$ cat src/rtl/dmem_arbiter.sv
// Two-master arbiter for the single-port data memory: pipeline MEM stage has
// priority, the loader gets a guaranteed slot after STARVE_LIMIT lost cycles.
module dmem_arbiter #(
    parameter logic [31:0] BASE_ADDR    = 32'h10001000,
    parameter int          DEPTH        = 64,
    parameter int          STARVE_LIMIT = 4
) (
    input  logic        clk,
    input  logic        rst,
    input  logic        p_req,
    input  logic        p_we,
    input  logic [31:0] p_addr,
    input  logic [31:0] p_wdata,
    output logic        p_gnt,
    output logic        p_rvalid,
    output logic [31:0] p_rdata,
    output logic        p_err,
    input  logic        l_req,
    input  logic        l_we,
    input  logic [31:0] l_addr,
    input  logic [31:0] l_wdata,
    output logic        l_gnt,
    output logic        l_rvalid,
    output logic [31:0] l_rdata,
    output logic        l_err,
    output logic [31:0] mem_addr,
    output logic [31:0] mem_wdata,
    output logic        mem_read,
    output logic        mem_write,
    input  logic [31:0] mem_rdata,
    output logic        stall
);

    localparam logic [3:0]  LIMIT   = 4'(STARVE_LIMIT);
    // 33-bit bounds so BASE_ADDR + 4*DEPTH cannot wrap past 2^32
    localparam logic [32:0] ADDR_LO = {1'b0, BASE_ADDR};
    localparam logic [32:0] ADDR_HI = {1'b0, BASE_ADDR} + 33'(4 * DEPTH);

    logic [3:0]  starve_cnt_reg;
    logic [3:0]  starve_cnt_next;
    logic        starved;
    logic        any_gnt;
    logic        acc_we;
    logic        acc_legal;
    logic [31:0] acc_addr;
    logic [31:0] acc_wdata;
    logic [32:0] addr_ext;
    logic [31:0] resp_data;

    always_comb begin
        starved   = (starve_cnt_reg == LIMIT);
        // rst gates every grant so nothing reaches the memory while in reset
        p_gnt     = rst & p_req & (~l_req | ~starved);
        l_gnt     = rst & l_req & (~p_req | starved);
        any_gnt   = p_gnt | l_gnt;

        acc_we    = l_gnt ? l_we    : p_we;
        acc_addr  = l_gnt ? l_addr  : p_addr;
        acc_wdata = l_gnt ? l_wdata : p_wdata;
        addr_ext  = {1'b0, acc_addr};
        acc_legal = (acc_addr[1:0] == 2'b00) && (addr_ext >= ADDR_LO) && (addr_ext < ADDR_HI);

        mem_addr  = rst ? acc_addr  : 32'h0;
        mem_wdata = rst ? acc_wdata : 32'h0;
        mem_read  = any_gnt & acc_legal & ~acc_we;
        mem_write = any_gnt & acc_legal & acc_we;
        stall     = rst & p_req & ~p_gnt;

        resp_data = mem_read ? mem_rdata : 32'h0;

        starve_cnt_next = 4'd0;
        if (l_req && !l_gnt) begin
            starve_cnt_next = starved ? starve_cnt_reg : starve_cnt_reg + 4'd1;
        end
    end

    always_ff @(posedge clk or negedge rst) begin
        if (!rst) begin
            starve_cnt_reg <= 4'd0;
            p_rvalid       <= 1'b0;
            p_err          <= 1'b0;
            p_rdata        <= 32'h0;
            l_rvalid       <= 1'b0;
            l_err          <= 1'b0;
            l_rdata        <= 32'h0;
        end else begin
            starve_cnt_reg <= starve_cnt_next;
            p_rvalid       <= p_gnt;
            p_err          <= p_gnt & ~acc_legal;
            l_rvalid       <= l_gnt;
            l_err          <= l_gnt & ~acc_legal;
            // the losing port keeps its last read data
            if (p_gnt) begin
                p_rdata <= resp_data;
            end
            if (l_gnt) begin
                l_rdata <= resp_data;
            end
        end
    end

endmodule

$ cat config.mk
export PLATFORM = sky130hd
export DESIGN_NAME = dmem_arbiter
export DESIGN_NICKNAME = d
export VERILOG_FILES = /design/src/rtl/dmem_arbiter.sv
export SDC_FILE = /design/constraint.sdc
export NUM_CORES = 1
export LEC_CHECK = 0
export ABC_CLOCK_PERIOD_IN_PS = 2050
export BUFFER_PORTS_ARGS = -buffer_cell sky130_fd_sc_hd__buf_2
export CAP_MARGIN = 20
export CORE_AREA = 4 4 115 117
export DETAILED_ROUTE_END_ITERATION = 6
export DIE_AREA = 0 0 119 121
export GPL_TIMING_DRIVEN = 0
export PLACE_DENSITY = 0.68
export SLEW_MARGIN = 5
export SYNTH_ARGS = -nofsm -noshare
export SYNTH_HDL_FRONTEND = slang
export SYNTH_SLANG_ARGS = --single-unit
$ cat constraint.sdc
create_clock -name clk -period 2.05 [get_ports clk]
set_input_delay 0 -clock clk [delete_from_list [all_inputs] [get_ports clk]]
set_output_delay 0 -clock clk [all_outputs]
set_load 0.005 [all_outputs]
## After elaboration in Yosys (flattened, before gate mapping)

Index checks and enable logic that the tools add are counted.

| storage, ports and cells | value |
|---|---|
| word-level logic and storage cells | 44 |
| input bits | 166 |
| bits in registers | 72 |
| output and inout bits | 137 |

| cells by class | value |
|---|---|
| muxes and demuxes | 8 |
| equality and inequality tests | 2 |
| reductions and logical operators | 5 |
| bitwise operators | 19 |
| magnitude comparators | 2 |
| $add $sub $neg | 1 |

Operators with widths:

| kind | count |
|---|---|
| $mux 32 | 5 |
| $ge 32x29->1 const B | 1 |
| $lt 32x29->1 const B | 1 |
| $and 1x1->1 | 10 |
| $mux 4 | 2 |
| $not 1->1 | 6 |
| $add 4x1->4 const B | 1 |
| $eq 4x3->1 const B | 1 |
| $logic_and 1x1->1 | 3 |
| $or 1x1->1 | 3 |
| $logic_not 2->1 | 1 |
| $ne 2x2->1 const B | 1 |
| $logic_not 1->1 | 1 |
| $mux 1 | 1 |

## Logic depth before layout (Yosys ltp)

| depth | value |
|---|---|
| depth after elaboration | 10 |
| gate-level depth with buffers | 9 |
| mapped depth without buffers | 7 |

## Least setup slack after synthesis

OpenSTA, ideal clock, no wires.

| timing | value |
|---|---|
| path type | reg2reg |
| start | register starve_cnt_reg[0] |
| end | register p_rdata[10] |
| library setup time | 65 ps |
| required time | 1,985 ps |
| clock period less this slack | 1,695 ps |
| buffers on the path | 3 |
| cell stages (with the launch flop) | 9 |
| slack | 355 ps |
| data arrival time | 1,630 ps |
| path through | dfrtp_1 inv_1 ha_1 and3b_1 a21oi_1 buf_4 buf_4 buf_2 a31o_1 |

| between the ends | value |
|---|---|
| longest elaborated chain between the ends | 10 |
| elaborated cells between the ends (all ways) | 18 |
| those cells by class | order compare (2); eq/ne (1); mux (3); bitwise (9); reduce/logical (3) |

Ends and longest elaborated chain:

| item | RTL line | RTL |
|---|---|---|
| from (decl) | 39 | `logic [3:0] starve_cnt_reg;` |
| from (signal assigned) | 87 | `starve_cnt_reg <= starve_cnt_next;` |
| $eq 4x3->1 (*) | 51 | `starved = (starve_cnt_reg == LIMIT);` |
| $or 1x1->1 | 54 | `l_gnt = rst & l_req & (~p_req \| starved);` |
| $and 1x1->1 | 54 |  |
| $mux 32 | 58 | `acc_addr = l_gnt ? l_addr : p_addr;` |
| $ge 32x29->1 / $logic_not 2->1 (equally long branches) | 61 | `acc_legal = (acc_addr[1:0] == 2'b00) && (addr_ext >= ADDR_LO) && (addr_ext < ADDR_HI);` |
| $logic_and 1x1->1 (2 in series) | 61 |  |
| $and 1x1->1 (2 in series) | 65 | `mem_read = any_gnt & acc_legal & ~acc_we;` |
| $mux 32 | 69 | `resp_data = mem_read ? mem_rdata : 32'h0;` |
| to (signal assigned) | 94 | `p_rdata <= resp_data;` |
| to (decl) | 16 | `output logic [31:0] p_rdata,` |

Mark *: on every way between the ends. The rest lies on a longest branch, timed or not.
A chain may end at the register's enable or synchronous reset.

## Worst setup path after layout

| timing | value |
|---|---|
| start | register starve_cnt_reg[0] |
| end | output mem_write |

| between the ends | value |
|---|---|
| longest elaborated chain between the ends | 9 |
| elaborated cells between the ends (all ways) | 16 |
| those cells by class | order compare (2); eq/ne (1); mux (2); bitwise (8); reduce/logical (3) |

Ends and longest elaborated chain:

| item | RTL line | RTL |
|---|---|---|
| $eq 4x3->1 (*) | 51 |  |
| $or 1x1->1 | 54 |  |
| $and 1x1->1 | 54 |  |
| $mux 32 | 58 |  |
| $ge 32x29->1 / $logic_not 2->1 (equally long branches) | 61 |  |
| $logic_and 1x1->1 (2 in series) | 61 |  |
| $and 1x1->1 | 66 | `mem_write = any_gnt & acc_legal & acc_we;` |
| $and 1x1->1 (*) | 66 |  |
| to (decl) | 29 | `output logic mem_write,` |

Marks and branches as above.

==> metrics.cfg <==
[run_status]
status=finished clean

[timing]
finalClockSkew_ns=0.00996
setup_viol=0
finalSetupTns_ns=0
fmax_ghz=0.492
slew_violations=0
worstMarginPinSlew_ns=0.578
rsz0062_at_grt=yes
finalCritPeriodShare_pct=99.2
slew_headroom_pct=61.5
worst_slack_ns=0.0165
hold_violations=0
fin_crit_ns=2.03

[die]
row_count=41
core-area_mm2=0.0124
die_area_mm2=0.0144
ios=303
fp.dieW_um=119
start_util_pct=33.6
die_y_um=121

[layout]
layout-drive-gt1-share_pct=42.6
fill_cells=1180
regArea_mm2=0.00180
finalInstanceArea_mm2=0.00690
syn2layout_area_growth_pct=66.2
multi_input_area_mm2=0.00216
layout.nets=1056

[critical_path]
critPathKind=reg -> out
reg2reg_from=starve_cnt_reg[0]$_DFFE_PN0P_
arrival_ns=2.03
r2r_setup_slack_ns=0.19
cp-end-kind=output pin
cp-start-kind=flip-flop
cp_max_fo=9
r2r_end=l_rdata[31]$_DFFE_PN0N_
rr_worst_depth=10
crit_required_ns=2.05

[synth]
synthDistinctLibCells=38
ys.flop_type=dfrtp_1
netlist_top_cells_area=dfrtp_1, nand2_1, a31o_1, nor2b_1, nand3_1
synth_commonest_cells=nand2_1, dfrtp_1, nand3_1
synth_top_cell_by_area=dfrtp_1
synth_fp_nets=692
synth_most_common_cell=nand2_1
synth_top_area_share_pct=43.4
synth_edf_count=0
yosys_register_bits=72
async_flop_share_pct=100
netlist_area_mm2=0.00415
post_synth.cell_area_avg_um2=7.92
synth_cells=524
synth.yosys.seq_area_share_pct=43.4
ys_warn_count=0

[placement]
io_buffers=302
place_ws_ns=-0.169
place_area_mm2=0.00590
hpwl_um=13500
gp_congestion=0.858

[power_and_ir_drop]
leakage_uw=0.00383
ir_drop_uv=332
pwr_density_cell_mw_per_mm2=549

[hold_path]
whs_endpoint=starve_cnt_reg[0]$_DFFE_PN0P_
min_path_cells=5
hp-start=rst
hold_class=in -> reg

[clock_tree]
cts_inserted_buffers=9
clk_path_buf_depth=2
clockRootBuffer=clkbuf_16
cts_tree=done
clock-sinks=72
cts_max_level=3
clkTransAtPathRegs_ns=0.06
clock_latency_ns=0.33

[global_route]
grt.overflow.total=0
first_global_vias=4950
grt_max_degree=40
grt_pass1_wl_um=26900
antenna_found_initial=4
grt_usage_pct=23.2

[drt]
detail_route.wirelength_um=17800
drt_iter0_drc=437
wire_per_inst_um=16.7
drtAntennaViolNets=0
drcViolationCount=0
drt_first_pass_iters=5
via_per_inst=4.82
num_vias=5137

[flow_run]
maxCapViolCount=0

==> stage by stage <==
step	util, %	std cells	power, uW	hold WS (ns)
after floorplan	-	524	1680	-0.296
after CTS	54.6	1059	3770	0.155
after global routing	55.8	1065	3940	0.216
final	55.8	1066	3790	0.173
after detailed placement	47.7	999	2050	-0.0287
after global placement	47.5	998	2040	0.243
==> layout by cell type (no fill, tap or decap), types with 2 or more instances in the layout <==
cell	Yosys	layout
nor3_1	3	3
buf_6	1	6
nand4_1	3	3
a21boi_0	26	6
nor4b_1	4	4
buf_2	15	308
or4_1	2	2
buf_4	3	16
nor2_1	5	5
inv_2	1	2
inv_6	0	2
and4_1	2	2
a21boi_1	1	13
buf_8	3	6
clkbuf_16	0	10
nor2b_1	34	34
nand2_1	194	194
dfrtp_1	72	72
buf_12	0	5
a21boi_2	0	8
clkbuf_8	0	2
a21oi_2	0	2
nand3_1	40	39
nor4_1	5	5
a31o_1	30	30
a31o_2	2	2
a21oi_1	6	4
and3_1	3	3
clkbuf_1	13	12
dlygate4sd3_1	0	35
o21ai_0	33	33
buf_1	7	3
==> power breakdown <==
group,internal (uW),leakage [uW],switching (uW),total (uW)
clock,995,0.000152,634,1630
combinational,361,0.00268,363,724
sequential,1430,0.00100,5.32,1430
total,2780,0.00383,1000,3790
==> repair_timing <==
action | CTS | global route
pin swaps | 2 | 3
gates cloned | 1 | 1
endpoints found under the hold margin | 100 | 0
setup endpoints to repair | 93 | 71
resized for setup | 35 | 40
hold buffers | 38 | 0
setup buffers | 5 | 5
==> worst max-delay path by stage <==
stage                                       start                 endpoint  slack, ns  cells after the start
finish              starve_cnt_reg[0]$_DFFE_PN0P_                mem_write       0.02                     10
global route        starve_cnt_reg[0]$_DFFE_PN0P_                mem_write      -0.06                     10
global placement                              rst  l_rdata[31]$_DFFE_PN0N_      -0.90                      6
detailed placement  starve_cnt_reg[0]$_DFFE_PN0P_             mem_addr[19]      -0.17                     10
CTS                 starve_cnt_reg[0]$_DFFE_PN0P_             mem_addr[28]     0.0007                     10
floorplan           starve_cnt_reg[0]$_DFFE_PN0P_  p_rdata[10]$_DFFE_PN0P_       0.35                      8
==> critical path, cell delays in order, from the launching register on <==
cell and delay [ns]:
dfrtp_1 0.39, inv_2 0.09, ha_4 0.14, nand3b_1 0.09, a21o_1 0.23, buf_12 0.15
clkinv_8 0.07, buf_8 0.11, nand4_1 0.11, a21oi_2 0.15, buf_4 0.15
==> final cells by class <==
| cell class | instances | area share [%] |
|---|---|---|
| antenna | 1 | 0.0363 |
| multi-input combinational | 406 | 31.3 |
| timing repair buffer | 352 | 29.7 |
| inverter | 4 | 0.399 |
| clock inverter | 6 | 1.09 |
| timing repair inverter | 1 | 0.0907 |
| clock buffer | 10 | 3.46 |
| tap | 172 | 3.12 |
| buffer | 42 | 4.72 |
| sequential | 72 | 26.1 |
==> routing by layer <==
layer / part of all wire [%] / global-route usage, %
met2: 48 / 37.1
met3: 7.7 / 5.41
met1: 42 / 31.5
met4: 2.0 / 7.10
met5: 0.24 / 0
==> logic make-up after synthesis <==
logic type	share of synthesized area, %
and+or+nand+nor	32.9
xor gates and xnor gates	0.211
AOI/OAI and AO/OA	17.0
buffers and inverters	5.88
DFF	43.4
adders and majority gates	0.603
Power figures use the tool's default switching activity.
